### src/rtl/cntr_pkg.sv
// Shared types and constants for the counter family.
package cntr_pkg;

  typedef enum logic [1:0] {
    IDLE = 2'd0,
    RUN  = 2'd1,
    DONE = 2'd2
  } cntr_state_t;

  localparam logic MODE_WRAP    = 1'b0;
  localparam logic MODE_ONESHOT = 1'b1;

endpackage

### src/rtl/up_cntr.sv
// Modulo-MODULUS up counter with run/stop FSM, synchronous clamped load,
// and wrap or one-shot operation selected at start.
module up_cntr
  import cntr_pkg::*;
#(
  parameter int unsigned WIDTH   = 4,
  parameter int unsigned MODULUS = 16
) (
  input  logic             clk,
  input  logic             rst,
  input  logic             en,
  input  logic             start,
  input  logic             stop,
  input  logic             mode,
  input  logic             load,
  input  logic [WIDTH-1:0] load_val,
  output logic [WIDTH-1:0] q,
  output logic             busy,
  output logic             tc,
  output logic             done,
  output logic             wrap
);

  generate
    if (MODULUS < 2 || 64'(MODULUS) > (64'd1 << WIDTH)) begin : g_bad_modulus
      $error("up_cntr: MODULUS must satisfy 2 <= MODULUS <= 2**WIDTH");
    end
  endgenerate

  localparam logic [WIDTH-1:0] TERM = WIDTH'(MODULUS - 1);

  cntr_state_t      state_q, state_d;
  logic [WIDTH-1:0] q_q, q_d;
  logic             mode_q, mode_d;
  logic             busy_q;
  logic             done_q, done_d;
  logic             wrap_q, wrap_d;

  // Next-state / next-count; priority stop > load > start > count.
  always_comb begin
    state_d = state_q;
    q_d     = q_q;
    mode_d  = mode_q;
    done_d  = 1'b0;
    wrap_d  = 1'b0;
    if (stop) begin
      state_d = IDLE;
    end else if (load) begin
      q_d = (load_val > TERM) ? TERM : load_val;
    end else if (start) begin
      state_d = RUN;
      q_d     = '0;
      mode_d  = mode;
    end else if (state_q == RUN && en) begin
      if (q_q == TERM) begin
        if (mode_q == MODE_ONESHOT) begin
          done_d  = 1'b1;
          state_d = DONE;
        end else begin
          q_d    = '0;
          wrap_d = 1'b1;
        end
      end else begin
        q_d = q_q + WIDTH'(1);
      end
    end
  end

  always_ff @(posedge clk or posedge rst) begin
    if (rst) begin
      state_q <= IDLE;
      q_q     <= '0;
      mode_q  <= MODE_WRAP;
      busy_q  <= 1'b0;
      done_q  <= 1'b0;
      wrap_q  <= 1'b0;
    end else begin
      state_q <= state_d;
      q_q     <= q_d;
      mode_q  <= mode_d;
      busy_q  <= (state_d == RUN);
      done_q  <= done_d;
      wrap_q  <= wrap_d;
    end
  end

  assign q    = q_q;
  assign busy = busy_q;
  assign done = done_q;
  assign wrap = wrap_q;
  assign tc   = (q_q == TERM);

endmodule

### config.mk
export PLATFORM = sky130hd
export DESIGN_NAME = up_cntr
export DESIGN_NICKNAME = d
export VERILOG_FILES = /design/src/rtl/cntr_pkg.sv /design/src/rtl/up_cntr.sv
export SDC_FILE = /design/constraint.sdc
export NUM_CORES = 1
export LEC_CHECK = 0
export BUFFER_PORTS_ARGS = -buffer_cell sky130_fd_sc_hd__buf_4
export CAP_MARGIN = 25
export CORE_AREA = 2 2 39 41
export CTS_BUF_LIST = sky130_fd_sc_hd__clkbuf_8
export CTS_CLUSTER_SIZE = 28
export DETAILED_ROUTE_END_ITERATION = 16
export DIE_AREA = 0 0 41 43
export PLACE_DENSITY = 0.66
export SETUP_SLACK_MARGIN = 0.2
export SYNTH_ARGS = -nofsm -noshare
export SYNTH_HDL_FRONTEND = slang
export SYNTH_SLANG_ARGS = --single-unit
### constraint.sdc
create_clock -name clk -period 3.2 [get_ports clk]
set_input_delay 0.16 -clock clk [delete_from_list [all_inputs] [get_ports clk]]
set_output_delay 0.16 -clock clk [all_outputs]
set_load 0.01 [all_outputs]
==> impl_results.md, run 1 <==
* I/O pins at 19
* Sequential fraction of the synthesis area at 0.455
* Vias in the first global route at 474
* Critical Path End: q[0]
* First-pass iteration count of the detailed router at 4
* Normalized max-slew margin at 0.749
* Number of nets with antenna violations after detailed routing at 0
* Switching power total at 0.000102 W
* Number of antenna violations at the first check in global routing at 0
* Achievable clock frequency at 614 MHz
* Number of violations reported at the end of detailed-routing iteration 0 at 13
* DP Area at 701 um2
* Synth Area in Compound Gates at 0.239
* Total gr overflow at 0
* Final worst-path cycle share at 0.509
* Initial core utilization at 0.398
* WS Path Type: reg -> reg
* Largest net degree at the start of global routing at 11
* GP Congestion at 0.830
* Library cell contributing the largest single delay on the critical path: dfrtp_1
* Placement Rows at 14
* Input/output buffers at 18
* Register-to-register path setup slack at 1570 ps
* DRT Wirelength at 1260 um
* Arrival time at the worst endpoint at 1750 ps
* Sequential fraction of design power at 0.431
* Critical-path cell list: ha_1, nand4_4, a21o_1, mux2_4
* P_int at 0.000265 W
* Slowest cell delay on critical path at 420 ps
* Highest-count cells in the layout ignoring fill and taps: buf_4 (18), dfrtp_1 (10), a21oi_1 (5)
* Area grow syn2layout at 36.6%
* Setup tns final at 0 ps
* Final routed DRC violation total at 0
* CTS Root Buffer Type: clkbuf_8
* Final critical-path required period at 1630 ps
* Die boundary height at 43 um
* Post-Synthesis Cell Area at 551 um2
* Worst hold slack after final layout at 113 ps
* Worst-case reg-to-reg path depth at 4
* Synthesized-area fraction occupied by and/or/nand/nor cells at 0.200
* Crit path buffers/inverters at 0
* Worst slew pin tran at 377 ps
* Synth cell types at 26
* Final instance area at 752 um2
* Status: complete, no violations
* Maximum buffer depth of the clock tree at 2
* Synth Area in XOR/XNOR at 0
* Class of the tightest hold or removal check: in -> reg
* Setup Buffers After CTS at 0
* CTS buffer count at 3
* Die ar. at 0.00176 mm2
* Clock-pin slew on the worst setup and hold paths at 40 ps
* Clock sink total at 10
* Synth warn at 0
* TritonCTS clock tree: done
* H-tree depth at 1
* FF-to-FF End: q[0]
* Required @ worst endpoint at 3320 ps
* Synth Instances at 52
* RSZ-0062 raised after global routing: false
* Multiplexer share of the synthesized area at 0.0477
* Routed wl met2 at 607 um
* Net Count, Synth at 64
* Chip Width at 41 um
* Worst skew pair latency at 230 ps
* Critical Path Source: q[0]
* Flops & latches, synth at 10
* Total leakage power at 0.369 nW
* Final count of negative-setup-slack endpoints at 0
* Detailed-route vias per instance at 5.75
* Setup crit end kind: register
* Max capacitance violation total at 0
* Overall routing resource usage at 0.183
* Worst Setup Start Kind: register
* Antenna diode count at 0
* Power Dens Cells at 488 mW/mm2
* First-pass GRT wire length at 2080 um
* Top layer in use: met4
* Launch instance of the worst register-to-register path: q[0]
* Layout net count at 87
* Critical-path maximum fanout at 8
* Average detailed-routed wire length per instance at 14.2 um
* Most common cell after layout, fill and taps aside: buf_4
* Worst vdd rail ir drop at 0.246 mV
* Part of the total power dissipated in the clock network at 0.350
* Largest family of logic cells by synthesized area: compound AO/OA/AOI/OAI gates
* Adder-cell share of the synthesized area at 0.0227
* Net switching share of the total power at 0.277
* Post-cts gate resize count at 0
* Largest delay contributor family on the critical path: flip-flops
* Post-DP HPWL at 885 um
* Fillers at 130
* Max-slew violations at 0
* Core Box Area at 0.00138 mm2
* Total via count in the routed design at 512
* M1 wire length at 535 um
* Critical path depth at 4
* Layout Skew at 1.37 ps
* Final-report hold violation count at 0
* Avg Synthesized Cell Area at 10.6 um2
* Logic gate share of total power at 0.219
* Share of post-route cells with drive strength above 1 at 0.342
* Met3 Wirelength at 74 um
==> registers in the layout, summed over array words and instances (netlist names) <==
register and flops:
q 4, state_q 2, busy 1, wrap 1, mode_q 1, done 1
==> power groups by stage <==
| stage | clock [W] | sequential, W | combinational [W] |
|---|---|---|---|
| floorplan | 0 | 0.000161 | 0.0000409 |
| global placement | 0 | 0.000159 | 0.0000797 |
| detailed placement | 0 | 0.000159 | 0.0000799 |
| CTS | 0.000132 | 0.000158 | 0.0000818 |
| global route | 0.000140 | 0.000160 | 0.0000884 |
| finish | 0.000128 | 0.000158 | 0.0000805 |
==> Yosys cell counts <==
cell type	n	area (um2)
nand2_1	4	15.0
o41ai_1	1	8.76
buf_2	1	5.00
mux2_4	1	15.0
nor2_1	3	11.3
a31oi_1	1	6.26
a211oi_1	2	15.0
a21o_1	2	15.0
and3_2	1	7.51
a311oi_1	1	8.76
o221ai_1	1	8.76
a21oi_1	5	25.0
nor3b_1	2	15.0
inv_1	4	15.0
o21ba_1	1	10.0
mux2_1	1	11.3
a32o_2	1	11.3
dfrtp_1	10	250
and4bb_1	1	12.5
nand4_4	1	21.3
ha_1	1	12.5
nand2b_1	2	12.5
o31ai_1	2	15.0
and3b_1	1	8.76
o211ai_1	1	7.51
and3_1	1	6.26
==> stage by stage <==
step | instances | util | power [W] | setup WS, ps
floorplan | 52 | - | 0.000202 | 1680
global placement | 85 | 0.506 | 0.000239 | 1660
detailed placement | 85 | 0.506 | 0.000239 | 1590
CTS | 89 | 0.543 | 0.000372 | 1560
global route | 89 | 0.543 | 0.000388 | 1500
finish | 89 | 0.543 | 0.000367 | 1570
==> worst min-delay path by stage <==
stage / startpoint / end / slack, ps / depth (start not counted)
6_report: stop / state_q[0] / 110 / 2
3_3_place_gp: rst / busy / 160 / 2
2_1_floorplan: rst / busy / 0.2 / 1
3_5_place_dp: rst / busy / 170 / 2
5_1_grt: stop / busy / 110 / 2
4_1_cts: stop / busy / 110 / 2
==> layer usage <==
| metal | up-vias | track usage |
|---|---|---|
| met4 | 0 | 0.140 |
| met1 | 247 | 0.237 |
| met3 | 5 | 0.0471 |
| met5 | - | 0 |
| li1 | 240 | - |
| met2 | 20 | 0.247 |
==> logic make-up after synthesis <==
family | after synthesis
adder cells (fa/ha/maj) | 1
multiplexers | 2
AND/OR/NAND/NOR | 16
AO/OA/AOI/OAI | 18
buffers and inverters | 5
flip-flops | 10
==> cell type report <==
type / count / area [um2] / area share
multi-input cells: 37 / 280 / 0.373
well taps: 16 / 20.0 / 0.0266
clock buffers: 3 / 41.3 / 0.0549
flip-flops and latches: 10 / 250 / 0.333
inverters: 4 / 15.0 / 0.0200
repair buffers: 19 / 145 / 0.193
==> what timing repair did <==
action	4_1_cts	5_1_grt
hold buffers	1	0
hold endpoints to repair	10	0
endpoints found under the setup margin	0	0
No activity file was read; power rests on OpenSTA's default activity.
==> inputs of run 2 (changes only) <==
--- a/config.mk
+++ b/config.mk
@@ -5,6 +5,7 @@
 export SDC_FILE = /design/constraint.sdc
 export NUM_CORES = 1
 export LEC_CHECK = 0
+export ABC_AREA = 1
 export BUFFER_PORTS_ARGS = -buffer_cell sky130_fd_sc_hd__buf_4
 export CAP_MARGIN = 25
 export CORE_AREA = 2 2 39 41
@@ -12,7 +13,7 @@
 export CTS_CLUSTER_SIZE = 28
 export DETAILED_ROUTE_END_ITERATION = 16
 export DIE_AREA = 0 0 41 43
-export PLACE_DENSITY = 0.66
+export PLACE_DENSITY = 0.69
 export SETUP_SLACK_MARGIN = 0.2
 export SYNTH_ARGS = -nofsm -noshare
 export SYNTH_HDL_FRONTEND = slang
==> constraint.sdc (replaced) <==
create_clock -name clk -period 1.47 [get_ports clk]
set_input_delay 0.0735 -clock clk [delete_from_list [all_inputs] [get_ports clk]]
set_output_delay 0.0735 -clock clk [all_outputs]
set_load 0.01 [all_outputs]
==> run 2 against run 1 <==
Net effect: first-iteration DRC count rose by 23%; final cell count rose by 25%; largest cell class unchanged; largest power group is now the clock network; worst hold slack got worse by 13 ps.
==> impl_results.md, run 2 <==
* Clock-pin slew on the worst setup and hold paths at 50 ps (about the same)
* Synth Instances at 68 (+31%)
* Placement Rows at 14 (unchanged)
* Power Dens Cells at 1070 mW/mm2 (+120%)
* WS Path Type: reg -> reg
* Setup crit end kind: register
* Vias in the first global route at 460 (-3.0%)
* Total via count in the routed design at 541 (+5.7%)
* Final instance area at 823 um2 (+9.5%)
* Setup tns final at 0 ps (unchanged)
* Critical-path maximum fanout at 4 (-4)
* Max-slew violations at 0 (unchanged)
* Area grow syn2layout at 49.5%
* Initial core utilization at 0.398 (unchanged)
* Layout net count at 108 (+24%)
* Final critical-path required period at 1220 ps (-405 ps)
* Sequential fraction of design power at 0.385 (-0.046)
* Overall routing resource usage at 0.161 (-0.0224)
* Logic gate share of total power at 0.224 (+0.005)
* DRT Wirelength at 1350 um (+7.5%)
* Post-DP HPWL at 920 um (+3.9%)
* Most common cell after layout, fill and taps aside: buf_4
* Clock sink total at 10 (unchanged)
* Most numerous cell in the Yosys netlist: nand2_1
* Avg Synthesized Cell Area at 8.10 um2 (-24%)
* Sequential fraction of the synthesis area at 0.455 (unchanged)
* Top FF cell, synth: dfrtp_1
* Max capacitance violation total at 0 (unchanged)
* Die boundary height at 43 um (unchanged)
* Switching power total at 0.000240 W (+140%)
* Util after Layout at 0.595 (+0.0515)
* Status: complete, no violations
* Worst slew pin tran at 381 ps (+4.87 ps)
* Total gr overflow at 0 (unchanged)
* Achievable clock frequency at 818 MHz (+33%)
* Net switching share of the total power at 0.273 (-0.00343)
* Fillers at 130 (unchanged)
* Worst Setup Start Kind: register
* GP Congestion at 0.779 (-6.2%)
* Met1 usage at 0.220 (-0.0172)
* Final routed DRC violation total at 0 (unchanged)
* Maximum buffer depth of the clock tree at 2 (unchanged)
* Count of flip-flops with a built-in enable after synthesis at 0 (unchanged)
* Most utilized layer in the global route result: met2
* Die ar. at 0.00176 mm2 (unchanged)
* Synth cell types at 17 (-35%)
* Required @ worst endpoint at 1640 ps (-1680 ps)
* Part of the total power dissipated in the clock network at 0.391 (+0.041)
* Cell taking the most area after synthesis: dfrtp_1
* CTS buffer count at 3 (unchanged)
* Largest net degree at the start of global routing at 11 (unchanged)
* Net Count, Synth at 80 (+25%)
* DP Area at 706 um2 (+0.71%)
* Worst skew pair latency at 230 ps (about the same)
* Worst vdd rail ir drop at 0.547 mV (+120%)
* Met3 track demand over resource at 0.0314 (-0.0157)
* Detailed-route vias per instance at 4.87 (-15%)
* Post-Synthesis Cell Area at 551 um2 (unchanged)
* Share of synthesized registers carrying an async set or reset at 1.00 (unchanged)
* Chip Width at 41 um (unchanged)
* Average detailed-routed wire length per instance at 12.2 um (-14%)
* Flops & latches, synth at 10 (unchanged)
* Grt met2 use at 0.231 (-0.0156)
* Share of the synthesized area in the top cell type at 0.455 (unchanged)
* Flip-flop count of the largest register, all copies and words added at 4 (unchanged)
* P_int at 0.000637 W (+140%)
* RSZ-0062 raised after global routing: true
* First-pass iteration count of the detailed router at 4 (unchanged)
* Input/output buffers at 18 (unchanged)
* Final count of negative-setup-slack endpoints at 0 (unchanged)
* Class of the tightest hold or removal check: in -> reg
* Antenna diode count at 0 (unchanged)
* Core Box Area at 0.00138 mm2 (unchanged)
* Number of nets with antenna violations after detailed routing at 0 (unchanged)
* Normalized max-slew margin at 0.745 (-0.00325)
* Number of antenna violations at the first check in global routing at 0 (unchanged)
* Total leakage power at 0.428 nW (+16%)
* First-pass GRT wire length at 1880 um (-9.6%)
* I/O pins at 19 (unchanged)
* Synth warn at 0 (unchanged)
* CTS Root Buffer Type: clkbuf_8
* Synth top cells by count: nand2_1 (21), dfrtp_1 (10), inv_1 (7), nor2_1 (7), nand3_1 (4)
* Highest-count cells in the layout ignoring fill and taps: buf_4 (22), nand2_1 (19), dfrtp_1 (8)
* Share of post-route cells with drive strength above 1 at 0.432 (+0.0891)
* Arrival time at the worst endpoint at 1400 ps (-350 ps)
* Number of violations reported at the end of detailed-routing iteration 0 at 16 (+3)
* H-tree depth at 1 (unchanged)
* Layout Skew at 4.60 ps (+3.23 ps)
* TritonCTS clock tree: done
* Post-layout total power at 0.000877 W (+140%)
* Final-report hold violation count at 0 (unchanged)
* Area contributors post-synth: dfrtp_1 (45%), nand2_1 (14%), inv_1 (4.8%)
* Final worst-path cycle share at 0.832 (+0.323)
## run 2: changes by cell type after synthesis, sizes merged, moves of 3 or more
cell and delta:
a21oi -3, inv +4, nand2 +20, nand3 +4, nor2 +6, o21ai +6
## run 2: per-stage QoR
step | setup WS, ps | std cells | hold WS (ps)
global placement | 183 | 102 | 81.4
global route | 157 | 111 | 142
CTS | 176 | 107 | 99.6
finish | 247 | 111 | 100
detailed placement | 135 | 102 | 86.2
floorplan | 205 | 68 | -86.3
## run 2: cells by family (layout without fill, tap and decap cells)
| family | Yosys count | count (layout) | synth area share |
|---|---|---|---|
| adder cells (fa/ha/maj) | 1 | 1 | 0.0227 |
| AO/OA/AOI/OAI | 9 | 9 | 0.114 |
| flip-flops | 10 | 10 | 0.455 |
| AND/OR/NAND/NOR | 40 | 40 | 0.355 |
| buffers and inverters | 8 | 35 | 0.0545 |
## run 2: what timing repair did
action,4_1_cts,5_1_grt
setup buffers,0,4
pin swaps,0,3
endpoints found under the setup margin,6,7
hold endpoints to repair,10,0
resized for setup,2,5
hold buffers,1,0
## run 2: worst paths after layout
path                       startpoint  endpoint  slack, ps  depth (start not counted)
max reg2reg                      q[0]      q[3]        250                          7
min in group asynchronous         rst    mode_q        370                          3
max in group asynchronous         rst      q[0]        800                          3
min reg2reg                    mode_q      wrap        470                          1
max                              q[0]      q[3]        250                          7
min                              mode    mode_q        100                          3
## run 2: worst max-delay path: stages, from the launching register on
cell and delay [ps]:
dfrtp_2 440, buf_4 150, buf_4 130, nand4_1 90, nand2_1 70, o21ai_2 140, nand2_2 70, nand2_2 70
## run 2: final cells by class
type / instances / area [um2] / share of cell area
flip-flops and latches: 10 / 253 / 0.307
repair buffers: 23 / 175 / 0.213
clock buffers: 4 / 55.1 / 0.0669
well taps: 16 / 20.0 / 0.0243
inverters: 8 / 32.5 / 0.0395
multi-input cells: 50 / 288 / 0.350
## run 2: power groups by stage
stage / logic [W] / clock network (W) / registers [W]
finish: 0.000197 / 0.000343 / 0.000337
floorplan: 0.0000785 / 0 / 0.000339
global placement: 0.000154 / 0 / 0.000337
detailed placement: 0.000155 / 0 / 0.000337
global route: 0.000216 / 0.000368 / 0.000339
CTS: 0.000160 / 0.000355 / 0.000334
## run 2: metal layers
metal,up-vias,part of all wire
met4,0,0.0074
met3,2,0.072
met2,19,0.51
li1,271,-
met1,249,0.41
met5,-,0
==> inputs of run 3 (changes only) <==
==> constraint.sdc (replaced) <==
create_clock -name clk -period 1.1 [get_ports clk]
set_input_delay 0.055 -clock clk [delete_from_list [all_inputs] [get_ports clk]]
set_output_delay 0.055 -clock clk [all_outputs]
set_load 0.01 [all_outputs]
==> run 3 against run 2 <==
Net effect: critical path depth decreased by 2; worst hold slack got worse by 17 ps; the flow now finishes with violations (negative setup slack); global-route usage grew 1.9 points; first-iteration DRC count shrank 50%; largest power group unchanged; critical endpoint is now tc; flip-flop and latch count unchanged; worst setup slack worse by 350 ps; final cell count grew 3.6%; sequential power up 29%.
==> impl_results.md, run 3 (synthesis results as in run 2) <==
* First-pass GRT wire length at 2100 um (+11%)
* Overall routing resource usage at 0.180 (+0.0193)
* Class of the tightest hold or removal check: in -> reg
* Worst slack, placed at -85.1 ps (-220 ps)
* Most utilized layer in the global route result: met2
* Post-DP HPWL at 997 um (+8.4%)
* CTS buffer count at 3 (unchanged)
* Critical-path maximum fanout at 4 (unchanged)
* Violations in the final reports: negative setup slack
* Input/output buffers at 18 (unchanged)
* WS Path Type: reg -> out
* Slowest cell delay on critical path at 420 ps (-20 ps)
* Die boundary height at 43 um (unchanged)
* Total gr overflow at 0 (unchanged)
* Hold Path Depth at 4 (+1)
* Highest-count cells in the layout ignoring fill and taps: buf_4 (21), nand2_1 (19), dfrtp_1 (9)
* Final critical-path required period at 1200 ps
* Achievable clock frequency at 831 MHz
* Number of placed instances with taps included at 107 (+4.9%)
* Total leakage power at 0.453 nW (+5.7%)
* Arrival time at the worst endpoint at 1150 ps (-250 ps)
* Worst skew pair latency at 240 ps (about the same)
* Met3 track demand over resource at 0.0314 (unchanged)
* Total via count in the routed design at 567 (+4.8%)
* Net switching share of the total power at 0.278 (+0.00505)
* Normalized max-slew margin at 0.740 (-0.00583)
* Final count of negative-setup-slack endpoints at 10 (+10)
* Met1 usage at 0.204 (-0.0157)
* Required @ worst endpoint at 1040 ps (-600 ps)
* I/O pins at 19 (unchanged)
* Maximum buffer depth of the clock tree at 2 (unchanged)
* Status: finished, violations left
* Logic gate share of total power at 0.260 (+0.036)
* Switching power total at 0.000339 W (+41%)
* Flip-flop count of the largest register, all copies and words added at 4 (unchanged)
* Share of post-route cells with drive strength above 1 at 0.485 (+0.0533)
* DRT Wirelength at 1420 um (+4.7%)
* First-pass iteration count of the detailed router at 4 (unchanged)
* Critical Path Source: q[0]
* Number of antenna violations at the first check in global routing at 0 (unchanged)
* DP Area at 747 um2 (+5.9%)
* Die ar. at 0.00176 mm2 (unchanged)
* Initial core utilization at 0.398 (unchanged)
* P_int at 0.000878 W (+38%)
* Max capacitance violation total at 0 (unchanged)
* Core Box Area at 0.00138 mm2 (unchanged)
* Final instance area at 886 um2 (+7.6%)
* Register-to-register path setup slack at -90 ps (-340 ps)
* Placement Rows at 14 (unchanged)
* Worst slew pin tran at 390 ps (+8.74 ps)
* Setup crit end kind: output port
* Final worst-path cycle share at 1.09
* Largest net degree at the start of global routing at 11 (unchanged)
* Detailed-route vias per instance at 4.93 (+1.2%)
* Sequential fraction of design power at 0.357 (-0.028)
* Chip Width at 41 um (unchanged)
* Library cell contributing the largest single delay on the critical path: dfrtp_2
* Max-slew violations at 0 (unchanged)
* Average detailed-routed wire length per instance at 12.3 um (+1.0%)
* Layout Skew at 5.32 ps (+0.729 ps)
* Worst vdd rail ir drop at 0.971 mV (+78%)
* Vias in the first global route at 501 (+8.9%)
* Worst-case reg-to-reg path depth at 8 (+1)
* Final routed DRC violation total at 0 (unchanged)
* Worst Setup Start Kind: register
* Util after Layout at 0.640 (+0.0452)
* Power Dens Cells at 1370 mW/mm2 (+29%)
* Number of nets with antenna violations after detailed routing at 0 (unchanged)
* Launch instance of the worst register-to-register path: q[1]
* Critical Path End: tc
* Most common cell after layout, fill and taps aside: buf_4
* TritonCTS clock tree: done
* Part of the total power dissipated in the clock network at 0.383 (-0.008)
* Worst setup slack after layout at -103 ps (-350 ps)
* Layout net count at 112 (+3.7%)
* RSZ-0062 raised after global routing: true
* Area grow syn2layout at 60.9%
* Grt met2 use at 0.306 (+0.0750)
* Critical-path cell list: ha_4, nand3_2, buf_6, inv_2, buf_6
* Clock-pin slew on the worst setup and hold paths at 50 ps (about the same)
* Number of violations reported at the end of detailed-routing iteration 0 at 8 (-8)
* Antenna diode count at 0 (unchanged)
* H-tree depth at 1 (unchanged)
* GP Congestion at 0.786 (+0.86%)
* Clock sink total at 10 (unchanged)
* Dominant cell type by count on the critical path: buf_6
* Final-report hold violation count at 0 (unchanged)
* Fin cells at 115 (+3.6%)
* CTS Root Buffer Type: clkbuf_8
* FF-to-FF End: q[0]
run 3: power groups by stage:
stage	Clock (W)	Combinational [W]	Sequential, W
floorplan	0	0.000105	0.000454
global placement	0	0.000256	0.000431
detailed placement	0	0.000263	0.000433
CTS	0.000470	0.000298	0.000433
global route	0.000494	0.000343	0.000437
finish	0.000467	0.000316	0.000434
run 3: per-stage QoR:
stage,hold WS (ps),setup TNS [ps],total power (W)
after floorplan,-105,-494,0.000560
after global placement,56.8,-173,0.000687
after detailed placement,62.8,-408,0.000696
after CTS,77.8,-371,0.00120
after global routing,112,-1130,0.00127
final,83.5,-510,0.00122
run 3: timing repair:
action,CTS,global route
pin swaps,4,2
setup endpoints to repair,14,14
hold endpoints to repair,10,0
resized for setup,12,1
setup buffers,1,2
hold buffers,1,0
run 3: worst min-delay path by stage:
stage,start,end,slack [ps]
6_report,stop,state_q[0],80
5_1_grt,stop,state_q[0],110
4_1_cts,stop,state_q[0],80
3_5_place_dp,rst,done,60
3_3_place_gp,rst,done,60
2_1_floorplan,rst,busy,-100
run 3: layer usage:
metal / wire length, um / vias to the layer above
li1: - / 280
met1: 582 / 265
met2: 726 / 18
met3: 65 / 4
met4: 42 / 0
met5: 0 / -
run 3: layout make-up:
| cell class | instances | area (um2) |
|---|---|---|
| repair buffers | 27 | 224 |
| inverters | 8 | 30.0 |
| well taps | 16 | 20.0 |
| clock buffers | 4 | 55.1 |
| multi-input cells | 50 | 305 |
| fillers | 119 | 498 |
| flip-flops and latches | 10 | 251 |
run 3: worst max-delay path: cells and delay by family (launching register included):
kind | cells | cell delay, ps
simple gates | 1 | 80
flops | 1 | 420
buf+inv | 3 | 240
fa+ha+maj | 1 | 180
